--- src/rtl/fetch_pkg.sv ---
// Shared types and constants for the instruction fetch unit.
package fetch_pkg;
  localparam int XLEN = 32;
  localparam int INSTR_BYTES = 4;
  localparam logic [31:0] DEFAULT_RESET_PC = 32'h0000_0000;

  // Fetch sequencing: issue a request, wait for its word, hold it for decode.
  typedef enum logic [1:0] {
    ST_REQ  = 2'd0,
    ST_WAIT = 2'd1,
    ST_HOLD = 2'd2
  } fetch_state_e;
endpackage

--- src/rtl/fetch_if.sv ---
// Fetch bus: instruction-memory request/response, redirect and decode handoff.
// master = fetch unit side, slave = memory / execute / decode side.
interface fetch_if #(
  parameter int XLEN = fetch_pkg::XLEN
);
  logic            imem_req_valid;
  logic [XLEN-1:0] imem_req_addr;
  logic            imem_req_ready;
  logic            imem_rsp_valid;
  logic [XLEN-1:0] imem_rsp_data;
  logic            redirect_valid;
  logic [XLEN-1:0] redirect_pc;
  logic            if_valid;
  logic [XLEN-1:0] if_instr;
  logic [XLEN-1:0] if_pc;
  logic            if_ready;

  modport master (
    output imem_req_valid, imem_req_addr,
    input  imem_req_ready, imem_rsp_valid, imem_rsp_data,
    input  redirect_valid, redirect_pc,
    output if_valid, if_instr, if_pc,
    input  if_ready
  );

  modport slave (
    input  imem_req_valid, imem_req_addr,
    output imem_req_ready, imem_rsp_valid, imem_rsp_data,
    output redirect_valid, redirect_pc,
    input  if_valid, if_instr, if_pc,
    output if_ready
  );
endinterface

--- src/rtl/fetch_perf_counter.sv ---
// Two free-running wrap-around event counters: delivered fetches and decode stalls.
module fetch_perf_counter (
  input  logic        pCLK,
  input  logic        pRST,
  input  logic        fetched_inc,
  input  logic        stall_inc,
  output logic [31:0] perf_fetched,
  output logic [31:0] perf_stall
);
  logic [1:0] inc;
  assign inc = {stall_inc, fetched_inc};

  for (genvar gi = 0; gi < 2; gi++) begin : g_cnt
    logic [31:0] cnt_q;
    logic [31:0] cnt_d;

    // Next count: add one on the event, wrap naturally at 2^32.
    always_comb begin
      cnt_d = cnt_q + 32'(inc[gi]);
    end

    // Counter register, cleared only by reset.
    always_ff @(posedge pCLK) begin
      if (pRST) cnt_q <= '0;
      else      cnt_q <= cnt_d;
    end
  end

  assign perf_fetched = g_cnt[0].cnt_q;
  assign perf_stall   = g_cnt[1].cnt_q;
endmodule

--- src/rtl/fetch_unit.sv ---
// Single-outstanding instruction fetch unit with redirect/kill handling.
// Optional FETCH_PERF_EN adds perf_fetched / perf_stall counters.
module fetch_unit #(
  parameter int              XLEN     = fetch_pkg::XLEN,
  parameter logic [XLEN-1:0] RESET_PC = XLEN'(fetch_pkg::DEFAULT_RESET_PC)
) (
  input  logic        pCLK,
  input  logic        pRST,
  fetch_if.master     bus
`ifdef FETCH_PERF_EN
  ,
  output logic [31:0] perf_fetched,
  output logic [31:0] perf_stall
`endif
);
  import fetch_pkg::*;

  fetch_state_e    state_q, state_d;
  logic [XLEN-1:0] pc_q, pc_d;
  logic [XLEN-1:0] req_pc_q, req_pc_d;
  logic            kill_q, kill_d;
  logic            req_valid_q, req_valid_d;
  logic            if_valid_q, if_valid_d;
  logic [XLEN-1:0] if_instr_q, if_instr_d;
  logic [XLEN-1:0] if_pc_q, if_pc_d;
  logic [XLEN-1:0] redir_pc;
  logic            accept;

  // Next-state and registered-output computation; redirect always wins.
  always_comb begin
    state_d     = state_q;
    pc_d        = pc_q;
    req_pc_d    = req_pc_q;
    kill_d      = kill_q;
    req_valid_d = req_valid_q;
    if_valid_d  = if_valid_q;
    if_instr_d  = if_instr_q;
    if_pc_d     = if_pc_q;
    redir_pc    = bus.redirect_pc & ~XLEN'(3);
    accept      = req_valid_q && bus.imem_req_ready;

    if (bus.redirect_valid) begin
      pc_d       = redir_pc;
      if_valid_d = 1'b0;
    end

    case (state_q)
      ST_REQ: begin
        if (accept) begin
          // Request is on its way; a coincident redirect must kill its response.
          state_d     = ST_WAIT;
          req_valid_d = 1'b0;
          if (bus.redirect_valid) begin
            kill_d = 1'b1;
          end else begin
            req_pc_d = pc_q;
            pc_d     = pc_q + XLEN'(INSTR_BYTES);
          end
        end else begin
          req_valid_d = 1'b1;
        end
      end
      ST_WAIT: begin
        if (bus.imem_rsp_valid && (bus.redirect_valid || kill_q)) begin
          // Stale word: drop it and restart from the (possibly new) PC.
          state_d     = ST_REQ;
          kill_d      = 1'b0;
          req_valid_d = 1'b1;
        end else if (bus.redirect_valid) begin
          kill_d = 1'b1;
        end else if (bus.imem_rsp_valid) begin
          state_d    = ST_HOLD;
          if_valid_d = 1'b1;
          if_instr_d = bus.imem_rsp_data;
          if_pc_d    = req_pc_q;
        end
      end
      ST_HOLD: begin
        if (bus.redirect_valid || (if_valid_q && bus.if_ready)) begin
          state_d     = ST_REQ;
          if_valid_d  = 1'b0;
          req_valid_d = 1'b1;
        end
      end
      default: begin
        state_d = ST_REQ;
      end
    endcase
  end

  // State and output registers with synchronous reset.
  always_ff @(posedge pCLK) begin
    if (pRST) begin
      state_q     <= ST_REQ;
      pc_q        <= RESET_PC;
      req_pc_q    <= '0;
      kill_q      <= 1'b0;
      req_valid_q <= 1'b0;
      if_valid_q  <= 1'b0;
      if_instr_q  <= '0;
      if_pc_q     <= '0;
    end else begin
      state_q     <= state_d;
      pc_q        <= pc_d;
      req_pc_q    <= req_pc_d;
      kill_q      <= kill_d;
      req_valid_q <= req_valid_d;
      if_valid_q  <= if_valid_d;
      if_instr_q  <= if_instr_d;
      if_pc_q     <= if_pc_d;
    end
  end

  assign bus.imem_req_valid = req_valid_q;
  assign bus.imem_req_addr  = pc_q;
  assign bus.if_valid       = if_valid_q;
  assign bus.if_instr       = if_instr_q;
  assign bus.if_pc          = if_pc_q;

`ifdef FETCH_PERF_EN
  fetch_perf_counter u_perf (
    .pCLK         (pCLK),
    .pRST         (pRST),
    .fetched_inc  (if_valid_q && bus.if_ready),
    .stall_inc    (if_valid_q && !bus.if_ready),
    .perf_fetched (perf_fetched),
    .perf_stall   (perf_stall)
  );
`endif
endmodule
--- src/flat_wrapper.sv ---
// flat-port wrapper written by rule: the top's interface ports become plain ports
module fetch_unit_flat import fetch_pkg::*;
#(
  parameter int              XLEN     = fetch_pkg::XLEN,
  parameter logic [XLEN-1:0] RESET_PC = XLEN'(fetch_pkg::DEFAULT_RESET_PC)
)
  (pCLK, pRST, bus_imem_req_valid, bus_imem_req_addr, bus_imem_req_ready, bus_imem_rsp_valid, bus_imem_rsp_data, bus_redirect_valid, bus_redirect_pc, bus_if_valid, bus_if_instr, bus_if_pc, bus_if_ready);
  fetch_if #(.XLEN(XLEN)) bus_i ();
  input  logic pCLK;
  input  logic pRST;
  output wire logic [$bits(bus_i.imem_req_valid)-1:0] bus_imem_req_valid;
  output wire logic [$bits(bus_i.imem_req_addr)-1:0] bus_imem_req_addr;
  input wire logic [$bits(bus_i.imem_req_ready)-1:0] bus_imem_req_ready;
  input wire logic [$bits(bus_i.imem_rsp_valid)-1:0] bus_imem_rsp_valid;
  input wire logic [$bits(bus_i.imem_rsp_data)-1:0] bus_imem_rsp_data;
  input wire logic [$bits(bus_i.redirect_valid)-1:0] bus_redirect_valid;
  input wire logic [$bits(bus_i.redirect_pc)-1:0] bus_redirect_pc;
  output wire logic [$bits(bus_i.if_valid)-1:0] bus_if_valid;
  output wire logic [$bits(bus_i.if_instr)-1:0] bus_if_instr;
  output wire logic [$bits(bus_i.if_pc)-1:0] bus_if_pc;
  input wire logic [$bits(bus_i.if_ready)-1:0] bus_if_ready;
  assign bus_imem_req_valid = bus_i.imem_req_valid;
  assign bus_imem_req_addr = bus_i.imem_req_addr;
  assign bus_i.imem_req_ready = bus_imem_req_ready;
  assign bus_i.imem_rsp_valid = bus_imem_rsp_valid;
  assign bus_i.imem_rsp_data = bus_imem_rsp_data;
  assign bus_i.redirect_valid = bus_redirect_valid;
  assign bus_i.redirect_pc = bus_redirect_pc;
  assign bus_if_valid = bus_i.if_valid;
  assign bus_if_instr = bus_i.if_instr;
  assign bus_if_pc = bus_i.if_pc;
  assign bus_i.if_ready = bus_if_ready;
  fetch_unit #(.XLEN(XLEN), .RESET_PC(RESET_PC)) u_core (.pCLK(pCLK), .pRST(pRST), .bus(bus_i));
endmodule
--- config.mk ---
export PLATFORM = sky130hd
export DESIGN_NAME = fetch_unit_flat
export DESIGN_NICKNAME = d
export VERILOG_FILES = /design/src/rtl/fetch_pkg.sv /design/src/rtl/fetch_if.sv /design/src/rtl/fetch_perf_counter.sv /design/src/rtl/fetch_unit.sv /design/src/flat_wrapper.sv
export SDC_FILE = /design/constraint.sdc
export NUM_CORES = 1
export LEC_CHECK = 0
export BUFFER_PORTS_ARGS = -buffer_cell sky130_fd_sc_hd__buf_4
export CAP_MARGIN = 15
export CELL_PAD_IN_SITES_DETAIL_PLACEMENT = 1
export CELL_PAD_IN_SITES_GLOBAL_PLACEMENT = 1
export CORE_MARGIN = 3
export CORE_UTILIZATION = 36
export DETAILED_ROUTE_END_ITERATION = 16
export GPL_TIMING_DRIVEN = 0
export PLACE_DENSITY_LB_ADDON = 0.08
export SYNTH_ARGS = -nofsm -noshare
export SYNTH_HDL_FRONTEND = slang
export SYNTH_SLANG_ARGS = --single-unit
--- constraint.sdc ---
create_clock -name pCLK -period 2.55 [get_ports pCLK]
set_input_delay 0.51 -clock pCLK [delete_from_list [all_inputs] [get_ports pCLK]]
set_output_delay 0.51 -clock pCLK [all_outputs]
set_load 0.05 [all_outputs]
Word level (Yosys, flattened, before mapping)

Index checks and enable logic that the tools add are counted.

Bits in registers: 133
Input bits: 70
Output and inout bits: 98
Word-level logic and storage cells: 55

$add $sub $neg: 1
Equality and inequality tests: 7
Muxes and demuxes: 24
Bitwise gates (word level): 2
Reductions and logical operators: 13

Operators by type and width:

| cell                                                | count |
|---|---|
| two-way mux 32 bit                                  | 4 |
| adder 32 x 3 -> 32 bit, second input constant       | 1 |
| two-way mux 1 bit                                   | 11 |
| two-way mux 2 bit                                   | 5 |
| AND reduction 4 bit                                 | 2 |
| != test 2 x 1 -> 1 bit, second input constant       | 3 |
| != test 3 x 2 -> 1 bit, second input constant       | 2 |
| case mux 2 bit (3 select lines)                     | 1 |
| AND reduction 3 bit                                 | 2 |
| case mux 1 bit (2 select lines)                     | 2 |
| logical AND 1 bit                                   | 3 |
| case mux 1 bit (3 select lines)                     | 1 |
| nonzero test 3 bit                                  | 1 |
| equality test 2 x 1 -> 1 bit, second input constant | 1 |
| equality test 2 bit, second input constant          | 1 |
| zero test 2 bit                                     | 1 |
| logical OR 1 bit                                    | 2 |
| inverter 1 bit                                      | 2 |
| AND reduction 2 bit                                 | 1 |
| nonzero test 2 bit                                  | 1 |

Longest topological paths before layout

Gate-level depths: netlist (run 1).

Word-level depth: 5
Mapped depth: 8
Depth with buffers taken out: 6

Worst setup path after synthesis (run 1)

OpenSTA, ideal clock, no wires.

Path type: flip-flop to flip-flop
Start point: register u_core.pc_q[2], in the netlist u_core.bus.imem_req_addr[2]
End point: register u_core.pc_q[28], in the netlist u_core.bus.imem_req_addr[28]
Library setup time: 0.091 ns
Arrival time: 2.384 ns
Data required time: 2.459 ns
Setup slack: 0.075 ns
Stages on the path, launching flop included: 7
Path buffers: 1
Period minus slack after synthesis: 2.475 ns
Cells stage by stage: dfxtp_1 ha_1 nand4_4 or3_1 clkbuf_1 or4_1 a311oi_1

Word-level cells in the longest chain between the ends: 4

Ends and longest elaborated chain:

| what                   | line              | text |
|---|---|---|
| start, declared        | fetch_unit.sv:19  | `logic [XLEN-1:0] pc_q, pc_d;` |
| start signal, assigned | fetch_unit.sv:104 | `pc_q <= pc_d;` |
| adder 32 x 3 -> 32 bit | fetch_unit.sv:57  | `pc_d = pc_q + XLEN'(INSTR_BYTES);` |
| two-way mux 32 bit     | fetch_unit.sv:53  | `if (bus.redirect_valid) begin` |
| two-way mux 32 bit     | fetch_unit.sv:49  | `if (accept) begin` |
| two-way mux 32 bit     | fetch_unit.sv:47  | `case (state_q)` |

No other way between the ends.
A chain may end at the register's enable or synchronous reset.

Worst setup path in the final report (run 1)

Start point: register u_core.state_q[0]
End point: register u_core.pc_q[28], in the netlist u_core.bus.imem_req_addr[28]

Word-level cells in the longest chain between the ends: 2

Ends and longest elaborated chain:

| what                   | line              | text |
|---|---|---|
| start, declared        | fetch_unit.sv:18  | `fetch_state_e state_q, state_d;` |
| start signal, assigned | fetch_unit.sv:103 | `state_q <= state_d;` |
| zero test 2 bit        | fetch_unit.sv:47  |  |
| two-way mux 32 bit     | fetch_unit.sv:47  |  |

No other way between the ends.

==> out/results.ini, run 1 <==
[finish]
layout_common_cells=211 x nand2_1, 163 x buf_4, 131 x dfxtp_1
nNetsFinal=938
areaGrowthSynthToFinish_pct=39.38
drive_gt1_share_pct=23.63
fillers=1765
antenna_cells=0
finalInstanceArea_sq_um=7555
final_common_cell=nand2_1

[yosys]
ys_types=42
synthCells=681
synth_top_area_share_pct=49.12
ys_ff_latch=133
yosys.area.top_type=dfxtp_1
synth_nets=756
netlist_top_cells_area=dfxtp_1 49%, nand2_1 15%, a21oi_1 9.4%, clkbuf_1 2.8%, a311oi_1 2.7%
synth_area_sq_um=5420
ys_seq_area_share_pct=49.12
synth_warnings=0
synth-main-ff-cell=dfxtp_1
postSynth.asyncResetShare_pct=0
synth_edf_count=0
syn_avg_cell_area_sq_um=7.959

[die]
fp.coreArea_sq_um=14640
ios=168
placement_rows=44
die_area_sq_um=16570
die_y_um=128.7
initial_core_util_pct=37.01
fp.dieW_um=128.7

[global_route]
antenna_found_initial=0
track_usage_pct=22.95
grt_max_degree=17
grt_pass1_wl_um=29930
grt_pass1_vias=5885
grt_overflow=0

[setup_path]
critPathBufInv=2
critPathRequiredTime_ns=2.88
cp_max_fo=7
cpPeakStageDelay_ns=0.55
cp_top_family=simple AND/OR/NAND/NOR gates
end_kind=flip-flop
path_cells=inv_1, ha_4, nand4_4, or3_1, clkbuf_1, or4_1, a311oi_2
cp.arrival_ns=2.71
critPathLaunchType=flip-flop
slowest_stage=or4_1
crit_type=flip-flop to flip-flop

[route]
viasPerCell=5.306
wl_per_cell_um=17.98
routed_wirelength_um=19060
vias=5624
drc=0
drtIter0Drc=289
drtAntennaViolNets=0
drtPass1Iterations=4

[clock_network]
clkLatencyLatePin_ns=0.42
cts_sinks=133
cts-root-buf=clkbuf_16
postCtsHoldBufs=0
cts_tree=yes
clk_pin_slew_worst_paths_ns=0.06
ctsResizeCount=0
htree_num_levels=4
cts_buffers=17
postCtsSetupRepairBufs=0
clockBufferDepth=2

[sta]
fmax_mhz=420.2
timing.setup.tns_ns=0
grt_setup_unrepaired=false
hold_violations=0
post-route-period-util_pct=93.33
period_needed_ns=2.380
tightest_slew_ns=0.6853
worst_slack_ns=0.1701
finalSetupViolCount=0
drv_slew=0
slew_headroom_pct=54.31
clock_skew_ns=0.005468
whs_ns=0.3164

[placement]
place.port_buffers=163
hpwl_um=14230
preCtsSetupSlack_ns=0.03766
dpl_cell_area_sq_um=6874
place_congestion=0.8083

[power_and_ir_drop]
clockPowerShare_pct=49.0
total_power_mw=5.561
ir_drop_mv=0.5531
p_leak_nw=2.871
p_per_area_nw_per_um2=736.1
p_seq_share_pct=40.1
comb_power_share_pct=10.9
swShare_pct=25.60
power.internal_mw=4.137
power_switching_mw=1.424

[status]
status=completed

[worst_hold_path]
hold_class=input pin to flip-flop

[job]
max-cap-violations=0

[metrics by stage]
stage          utilization (%)  instances
4_1_cts                  51.43       1060
5_1_grt                  51.59       1060
2_1_floorplan                -        681
3_3_place_gp             46.94       1028
3_5_place_dp             46.94       1028
6_report                 51.59       1060
[cells in the mapped netlist, types with 2 or more instances]
cell       count
nand2_1      211
dfxtp_1      133
a21oi_1      102
clkbuf_1      41
nor2_1        31
a311oi_1      17
or4_1         12
a211oi_1      11
nand4_1       10
o31ai_1       10
and4_1         9
inv_1          9
nand3_1        9
o21ai_0        7
or3_1          7
xnor2_1        6
ha_1           5
nor4_1         5
and2_1         4
and3_1         4
buf_1          4
buf_2          4
nor3_1         4
xor2_1         4
a2111oi_0      2
nand4_4        2
nor2b_1        2
nor3b_1        2
[sequential cells by signal (all words and copies together), names as in the netlist]
register and cells:
u_core.bus.if_instr 32, u_core.bus.if_pc 32, u_core.bus.imem_req_addr 32, u_core.req_pc_q 32
u_core.state_q 2, u_core.bus.if_valid 1, u_core.bus.imem_req_valid 1, u_core.kill_q 1
[cells by family after synthesis]
group	synth area share, %
adders and majority gates	1.154
DFF	49.12
buffers and inverters	4.109
AOI/OAI and AO/OA	17.22
and+or+nand+nor	26.78
xor gates and xnor gates	1.616
[worst reg2reg max path, cell delays in order (launching register included)]
cell	delay, ns
dfxtp_1	0.35
inv_1	0.13
ha_4	0.20
nand4_4	0.16
or3_1	0.43
clkbuf_1	0.19
or4_1	0.55
a311oi_2	0.28
[final timing paths]
check                          start                            to  slack, ns  cells past startpoint
hold / removal    bus_imem_rsp_valid                 u_core.kill_q       0.32                      2
hold reg to reg   u_core.req_pc_q[8]           u_core.bus.if_pc[8]       0.46                      2
setup reg to reg   u_core.state_q[0]  u_core.bus.imem_req_addr[28]       0.17                      7
setup / recovery   u_core.state_q[0]  u_core.bus.imem_req_addr[28]       0.17                      7
[per-layer routing]
layer	vias to the layer above	global-route usage, %	wire, um
met1	2728	29.92	8495
met4	0	6.794	272
met2	144	38.54	9329
met3	26	4.608	963
li1	2726	-	-
met5	-	0	0
[layout make-up]
class | count | area (sq um) | share of cell area [%]
Buffer | 49 | 188.9 | 2.501
Timing Repair Buffer | 163 | 1224 | 16.20
Clock buffer | 20 | 456.7 | 6.045
Sequential cell | 133 | 2665 | 35.28
Clock inverter | 12 | 200.2 | 2.650
Tap cell | 184 | 230.2 | 3.047
Multi-Input combinational cell | 490 | 2556 | 33.84
Inverter | 9 | 33.78 | 0.4472
[power by group through the flow]
stage | clock network [mW] | registers (mW) | logic, mW
6_report | 2.73 | 2.23 | 0.604
5_1_grt | 2.85 | 2.24 | 0.648
4_1_cts | 2.76 | 2.23 | 0.598
3_5_place_dp | 0 | 2.27 | 0.596
3_3_place_gp | 0 | 2.27 | 0.582
2_1_floorplan | 0 | 2.40 | 0.199
No activity file was read; power rests on OpenSTA's default activity.
==> run 2: changes to the inputs <==
--- a/config.mk
+++ b/config.mk
@@ -14,6 +14,7 @@
 export DETAILED_ROUTE_END_ITERATION = 16
 export GPL_TIMING_DRIVEN = 0
 export PLACE_DENSITY_LB_ADDON = 0.08
+export REMOVE_ABC_BUFFERS = 1
 export SYNTH_ARGS = -nofsm -noshare
 export SYNTH_HDL_FRONTEND = slang
 export SYNTH_SLANG_ARGS = --single-unit
==> out/results.ini, run 2 (same netlist as run 1, synthesis figures left out) <==
[status]
status=completed

[setup_path]
r2r_start=u_core.state_q[1]
r2r_end=u_core.bus.imem_req_addr[22]
cp_max_fo=16  ; +9
critPathLaunchType=flip-flop
crit_type=flip-flop to flip-flop
r2r_cells=6  ; -1
rrSetupSlack_ns=0.21  ; +0.04 ns
critPathRequiredTime_ns=2.87  ; about the same
cp.arrival_ns=2.66  ; -0.05 ns
end_kind=flip-flop

[worst_hold_path]
hold_class=input pin to flip-flop
hold_start=bus_imem_rsp_valid
worstHoldEndpoint=u_core.kill_q
hold_depth=2  ; unchanged

[sta]
drv_slew=0  ; unchanged
grt_setup_unrepaired=false
fmax_mhz=428.0  ; +1.9%
whs_ns=0.3241  ; +0.007731 ns
hold_violations=0  ; unchanged
period_needed_ns=2.336  ; -0.04353 ns
tightest_slew_ns=0.9541  ; +0.2687 ns
clock_skew_ns=0.008687  ; +0.003219 ns
finalSetupViolCount=0  ; unchanged
timing.setup.tns_ns=0  ; unchanged
post-route-period-util_pct=91.62  ; -1.7 points
worst_slack_ns=0.2136  ; +0.04353 ns
slew_headroom_pct=36.30  ; -18 points

[route]
drtPass1Iterations=4  ; unchanged
wl_per_cell_um=16.46  ; -8.5%
drtAntennaViolNets=0  ; unchanged
drtIter0Drc=262  ; -9.3%
vias=5302  ; -5.7%
drc=0  ; unchanged
routed_wirelength_um=16740  ; -12%
viasPerCell=5.213  ; -1.7%

[global_route]
grt_max_degree=73  ; +56
track_usage_pct=20.22  ; -2.7 points
antenna_found_initial=0  ; unchanged
grt_pass1_vias=5246  ; -11%
grt_pass1_wl_um=26600  ; -11%
grt_overflow=0  ; unchanged

[power_and_ir_drop]
total_power_mw=5.358  ; -3.7%
p_leak_nw=2.825  ; -1.6%
ir_drop_mv=0.4487  ; -19%
p_per_area_nw_per_um2=719.5  ; -2.3%

[placement]
place.port_buffers=165  ; +1.2%
dpl_cell_area_sq_um=6809  ; -0.95%
place_congestion=0.7369  ; -8.8%
hpwl_um=11340  ; -20%
preCtsSetupSlack_ns=-0.3553  ; -0.3929 ns
placed_cells_incl_taps=985  ; -4.2%

[clock_network]
htree_num_levels=4  ; unchanged
cts_tree=yes
postCtsSetupRepairBufs=0  ; unchanged
cts-root-buf=clkbuf_16
cts_sinks=133  ; unchanged
clk_pin_slew_worst_paths_ns=0.06  ; about the same
clkLatencyLatePin_ns=0.42  ; about the same
clockBufferDepth=2  ; unchanged
cts_buffers=17  ; unchanged

[finish]
antenna_cells=0  ; unchanged
finalInstanceArea_sq_um=7447  ; -1.4%
nNetsFinal=895  ; -4.6%
postLayoutCoreUtil_pct=50.85  ; -0.73 points
layout.cells.non_filler=1017  ; -4.1%
final_common_cell=nand2_1
regArea_sq_um=2663  ; about the same
layout_common_cells=210 x nand2_1, 165 x buf_4, 133 x dfxtp_1
multi_input_area_sq_um=2567  ; +0.44%
fillers=1745  ; -1.1%
drive_gt1_share_pct=25.57  ; +1.9 points
areaGrowthSynthToFinish_pct=37.40

[die]
placement_rows=44  ; unchanged
fp.dieW_um=128.7  ; unchanged
ios=168  ; unchanged
die_area_sq_um=16570  ; unchanged
initial_core_util_pct=37.01  ; unchanged
die_y_um=128.7  ; unchanged
fp.coreArea_sq_um=14640  ; unchanged

[job]
max-cap-violations=0  ; unchanged

[run 2: cell count changes in the layout (fill, tap and decap cells not counted), sizes merged]
cell / before / now
buf: 171 / 169
bufinv: 5 / 3
clkbuf: 61 / 20
clkinv: 6 / 5
clkinvlp: 0 / 4
inv: 10 / 9
[run 2: layer usage]
metal	vias up	track usage (%)	wire length (um)
met5	-	0	0
met4	0	7.227	359
met3	29	5.645	882
met2	146	33.32	8113
met1	2487	25.37	7385
li1	2640	-	-
[run 2: final cells by class]
| class | instances | share of cell area, % |
|---|---|---|
| inverters | 9 | 0.4536 |
| multi-input cells | 490 | 34.48 |
| clock inverters | 12 | 2.050 |
| clock buffers | 20 | 6.267 |
| repair buffers | 169 | 17.91 |
| flip-flops and latches | 133 | 35.75 |
| well taps | 184 | 3.091 |
[run 2: worst max path at each step]
stage                                 from                           end  slack [ns]  depth (start not counted)
2_1_floorplan  u_core.bus.imem_req_addr[2]  u_core.bus.imem_req_addr[28]       0.005                          5
3_3_place_gp            bus_redirect_valid           u_core.req_pc_q[11]       -1.28                          5
3_5_place_dp            bus_redirect_valid           u_core.req_pc_q[29]       -0.36                          6
4_1_cts                  u_core.state_q[1]           u_core.req_pc_q[29]       0.007                          7
5_1_grt                  u_core.state_q[0]  u_core.bus.imem_req_addr[20]        0.08                          6
6_report                 u_core.state_q[1]  u_core.bus.imem_req_addr[22]        0.21                          6
[run 2: critical path, cell delays in order, from the launching register on]
cell and delay, ns:
dfxtp_1 0.35, inv_1 0.09, ha_2 0.28, nand4_4 0.18, or3_4 0.53, or4_1 0.51, a311oi_1 0.29
[run 2: timing repair]
action	in CTS	in global routing
pin swaps	0	0
gates resized for setup	1	4
endpoints found under the setup margin	3	24
hold buffers	0	0
[run 2: power by group]
| part | internal, mW | total (mW) | switching (mW) |
|---|---|---|---|
| Clock | 1.61 | 2.55 | 0.941 |
| Combinational | 0.208 | 0.583 | 0.375 |
| Sequential | 2.14 | 2.22 | 0.0836 |
| Total | 3.96 | 5.36 | 1.40 |
==> run 3: changes to the inputs <==
--- a/config.mk
+++ b/config.mk
@@ -5,15 +5,15 @@
 export SDC_FILE = /design/constraint.sdc
 export NUM_CORES = 1
 export LEC_CHECK = 0
-export BUFFER_PORTS_ARGS = -buffer_cell sky130_fd_sc_hd__buf_4
+export BUFFER_PORTS_ARGS = -buffer_cell sky130_fd_sc_hd__buf_2
 export CAP_MARGIN = 15
 export CELL_PAD_IN_SITES_DETAIL_PLACEMENT = 1
 export CELL_PAD_IN_SITES_GLOBAL_PLACEMENT = 1
-export CORE_MARGIN = 3
+export CORE_MARGIN = 5
 export CORE_UTILIZATION = 36
 export DETAILED_ROUTE_END_ITERATION = 16
 export GPL_TIMING_DRIVEN = 0
-export PLACE_DENSITY_LB_ADDON = 0.08
+export PLACE_DENSITY = 0.76
 export REMOVE_ABC_BUFFERS = 1
 export SYNTH_ARGS = -nofsm -noshare
 export SYNTH_HDL_FRONTEND = slang
==> out/results.ini, run 3 (same netlist as run 1, synthesis figures left out) <==
[status]
status=completed

[clock_network]
cts-root-buf=clkbuf_16
clk_pin_slew_worst_paths_ns=0.06  ; about the same
postCtsHoldBufs=0  ; unchanged
htree_num_levels=4  ; unchanged
cts_sinks=133  ; unchanged
clockBufferDepth=2  ; unchanged
cts_tree=yes
cts_buffers=17  ; unchanged
postCtsSetupRepairBufs=0  ; unchanged
clkLatencyLatePin_ns=0.41  ; about the same

[placement]
place_congestion=0.7248  ; -1.6%
hpwl_um=11700  ; +3.2%
dpl_cell_area_sq_um=6399  ; -6.0%
place.port_buffers=165  ; unchanged
preCtsSetupSlack_ns=-0.3609  ; -0.005634 ns

[job]
max-cap-violations=0  ; unchanged

[sta]
worst_slack_ns=0.1071  ; -0.1065 ns
slew_headroom_pct=40.74  ; +4.4 points
clock_skew_ns=0.007723  ; -0.0009639 ns
fmax_mhz=409.4  ; -4.4%
finalSetupViolCount=0  ; unchanged
tightest_slew_ns=0.8868  ; -0.06729 ns
hold_violations=0  ; unchanged
drv_slew=0  ; unchanged
post-route-period-util_pct=95.80  ; +4.2 points
period_needed_ns=2.443  ; +0.1065 ns

[route]
drtPass1Iterations=4  ; unchanged
wl_per_cell_um=16.56  ; +0.57%
vias=5280  ; -0.41%
drt-met1-wl_um=7721  ; +4.5%
wl_met2_um=7887  ; -2.8%
top_layer=met4
dr_wl_met3_um=949  ; +7.6%
drtIter0Drc=240  ; -8.4%
drc=0  ; unchanged
routed_wirelength_um=16820  ; +0.47%
viasPerCell=5.197  ; -0.32%
drtAntennaViolNets=0  ; unchanged

[setup_path]
cp_top_family=simple AND/OR/NAND/NOR gates
rrSetupSlack_ns=0.11  ; -0.11 ns
critPathRequiredTime_ns=2.86  ; about the same
critPathLaunchType=flip-flop
crit_type=flip-flop to flip-flop
end_kind=flip-flop
cp_max_fo=16  ; unchanged
r2r_end=u_core.bus.imem_req_addr[28]
r2r_start=u_core.state_q[1]
cpPeakStageDelay_ns=0.54  ; about the same
path_cells=inv_1, ha_1, nand4_4, or3_4, or4_1, a311oi_1
cp.arrival_ns=2.76  ; +0.10 ns
path_depth=6  ; unchanged
slowest_stage=or3_4
critPathBufInv=1  ; unchanged
r2r_cells=6  ; unchanged

[worst_hold_path]
hold_class=input pin to flip-flop
worstHoldEndpoint=u_core.bus.if_instr[9]
hold_depth=3  ; +1
hold_start=bus_imem_rsp_data[9]

[finish]
multi_input_area_sq_um=2565  ; about the same
final_common_cell=nand2_1
fillers=1835  ; +5.2%
nNetsFinal=895  ; unchanged
layout_common_cells=210 x nand2_1, 164 x buf_2, 133 x dfxtp_1
regArea_sq_um=2663  ; unchanged
finalInstanceArea_sq_um=6952  ; -6.7%
antenna_cells=0  ; unchanged
areaGrowthSynthToFinish_pct=28.25
drive_gt1_share_pct=24.88  ; -0.69 points
postLayoutCoreUtil_pct=47.47  ; -3.4 points

[global_route]
antenna_found_initial=0  ; unchanged
grt_overflow=0  ; unchanged
track_usage_pct=19.15  ; -1.1 points
grt_pass1_vias=5480  ; +4.5%
grt_pass1_wl_um=27790  ; +4.5%
grt_max_degree=75  ; +2.7%

[die]
die_area_sq_um=17610  ; +6.3%
fp.coreArea_sq_um=14640  ; unchanged
die_y_um=132.7  ; +3.1%
placement_rows=44  ; unchanged
fp.dieW_um=132.7  ; +3.1%
ios=168  ; unchanged
initial_core_util_pct=37.01  ; unchanged

[power_and_ir_drop]
ir_drop_mv=0.4138  ; -7.8%
p_per_area_nw_per_um2=716.5  ; -0.42%
total_power_mw=4.981  ; -7.0%
p_leak_nw=2.728  ; -3.4%

run 3: area by class of cell:
cell class	count	share of cell area, %
flip-flops and latches	133	38.30
multi-input cells	490	36.90
repair buffers	169	13.28
clock buffers	22	6.533
well taps	184	3.312
clock inverters	9	1.170
inverters	9	0.5040
run 3: metal layers:
metal	GRT usage, %	up-vias
li1	-	2640
met1	24.22	2476
met2	32.27	142
met3	4.746	22
met4	5.889	0
met5	0	-
run 3: where the power goes:
part           leakage (nW)  internal, mW  switching [mW]
Clock                 0.256          1.35           0.877
Sequential             1.08          2.14          0.0818
Combinational          1.39         0.153           0.376
run 3: worst max-delay path by stage:
stage	from	to	slack [ns]
floorplan	u_core.bus.imem_req_addr[2]	u_core.bus.imem_req_addr[28]	0.005
global placement	bus_redirect_valid	u_core.req_pc_q[5]	-1.40
detailed placement	bus_redirect_valid	u_core.req_pc_q[1]	-0.36
CTS	u_core.state_q[1]	u_core.bus.imem_req_addr[27]	0.07
global route	u_core.state_q[1]	u_core.bus.imem_req_addr[22]	-0.003
finish	u_core.state_q[1]	u_core.bus.imem_req_addr[28]	0.11
run 3: worst min-delay path, stage by stage:
cell     delay (ns)
buf_2          0.10
nand2_1        0.05
a21oi_1        0.05
run 3: what timing repair did:
| item | in CTS | in global routing |
|---|---|---|
| endpoints found under the setup margin | 1 | 22 |
| gates resized for setup | 1 | 4 |
| hold endpoints to repair | 0 | 0 |
run 3: per-stage QoR:
| stage | instances | hold slack (ns) | setup TNS [ns] |
|---|---|---|---|
| after floorplan | 632 | 0.4260 | 0 |
| after global placement | 981 | 0.4385 | -105.33 |
| after detailed placement | 985 | 0.4451 | -7.727 |
| after CTS | 1016 | 0.3212 | 0 |
| after global routing | 1016 | 0.3260 | -0.002602 |
| final | 1016 | 0.3442 | 0 |
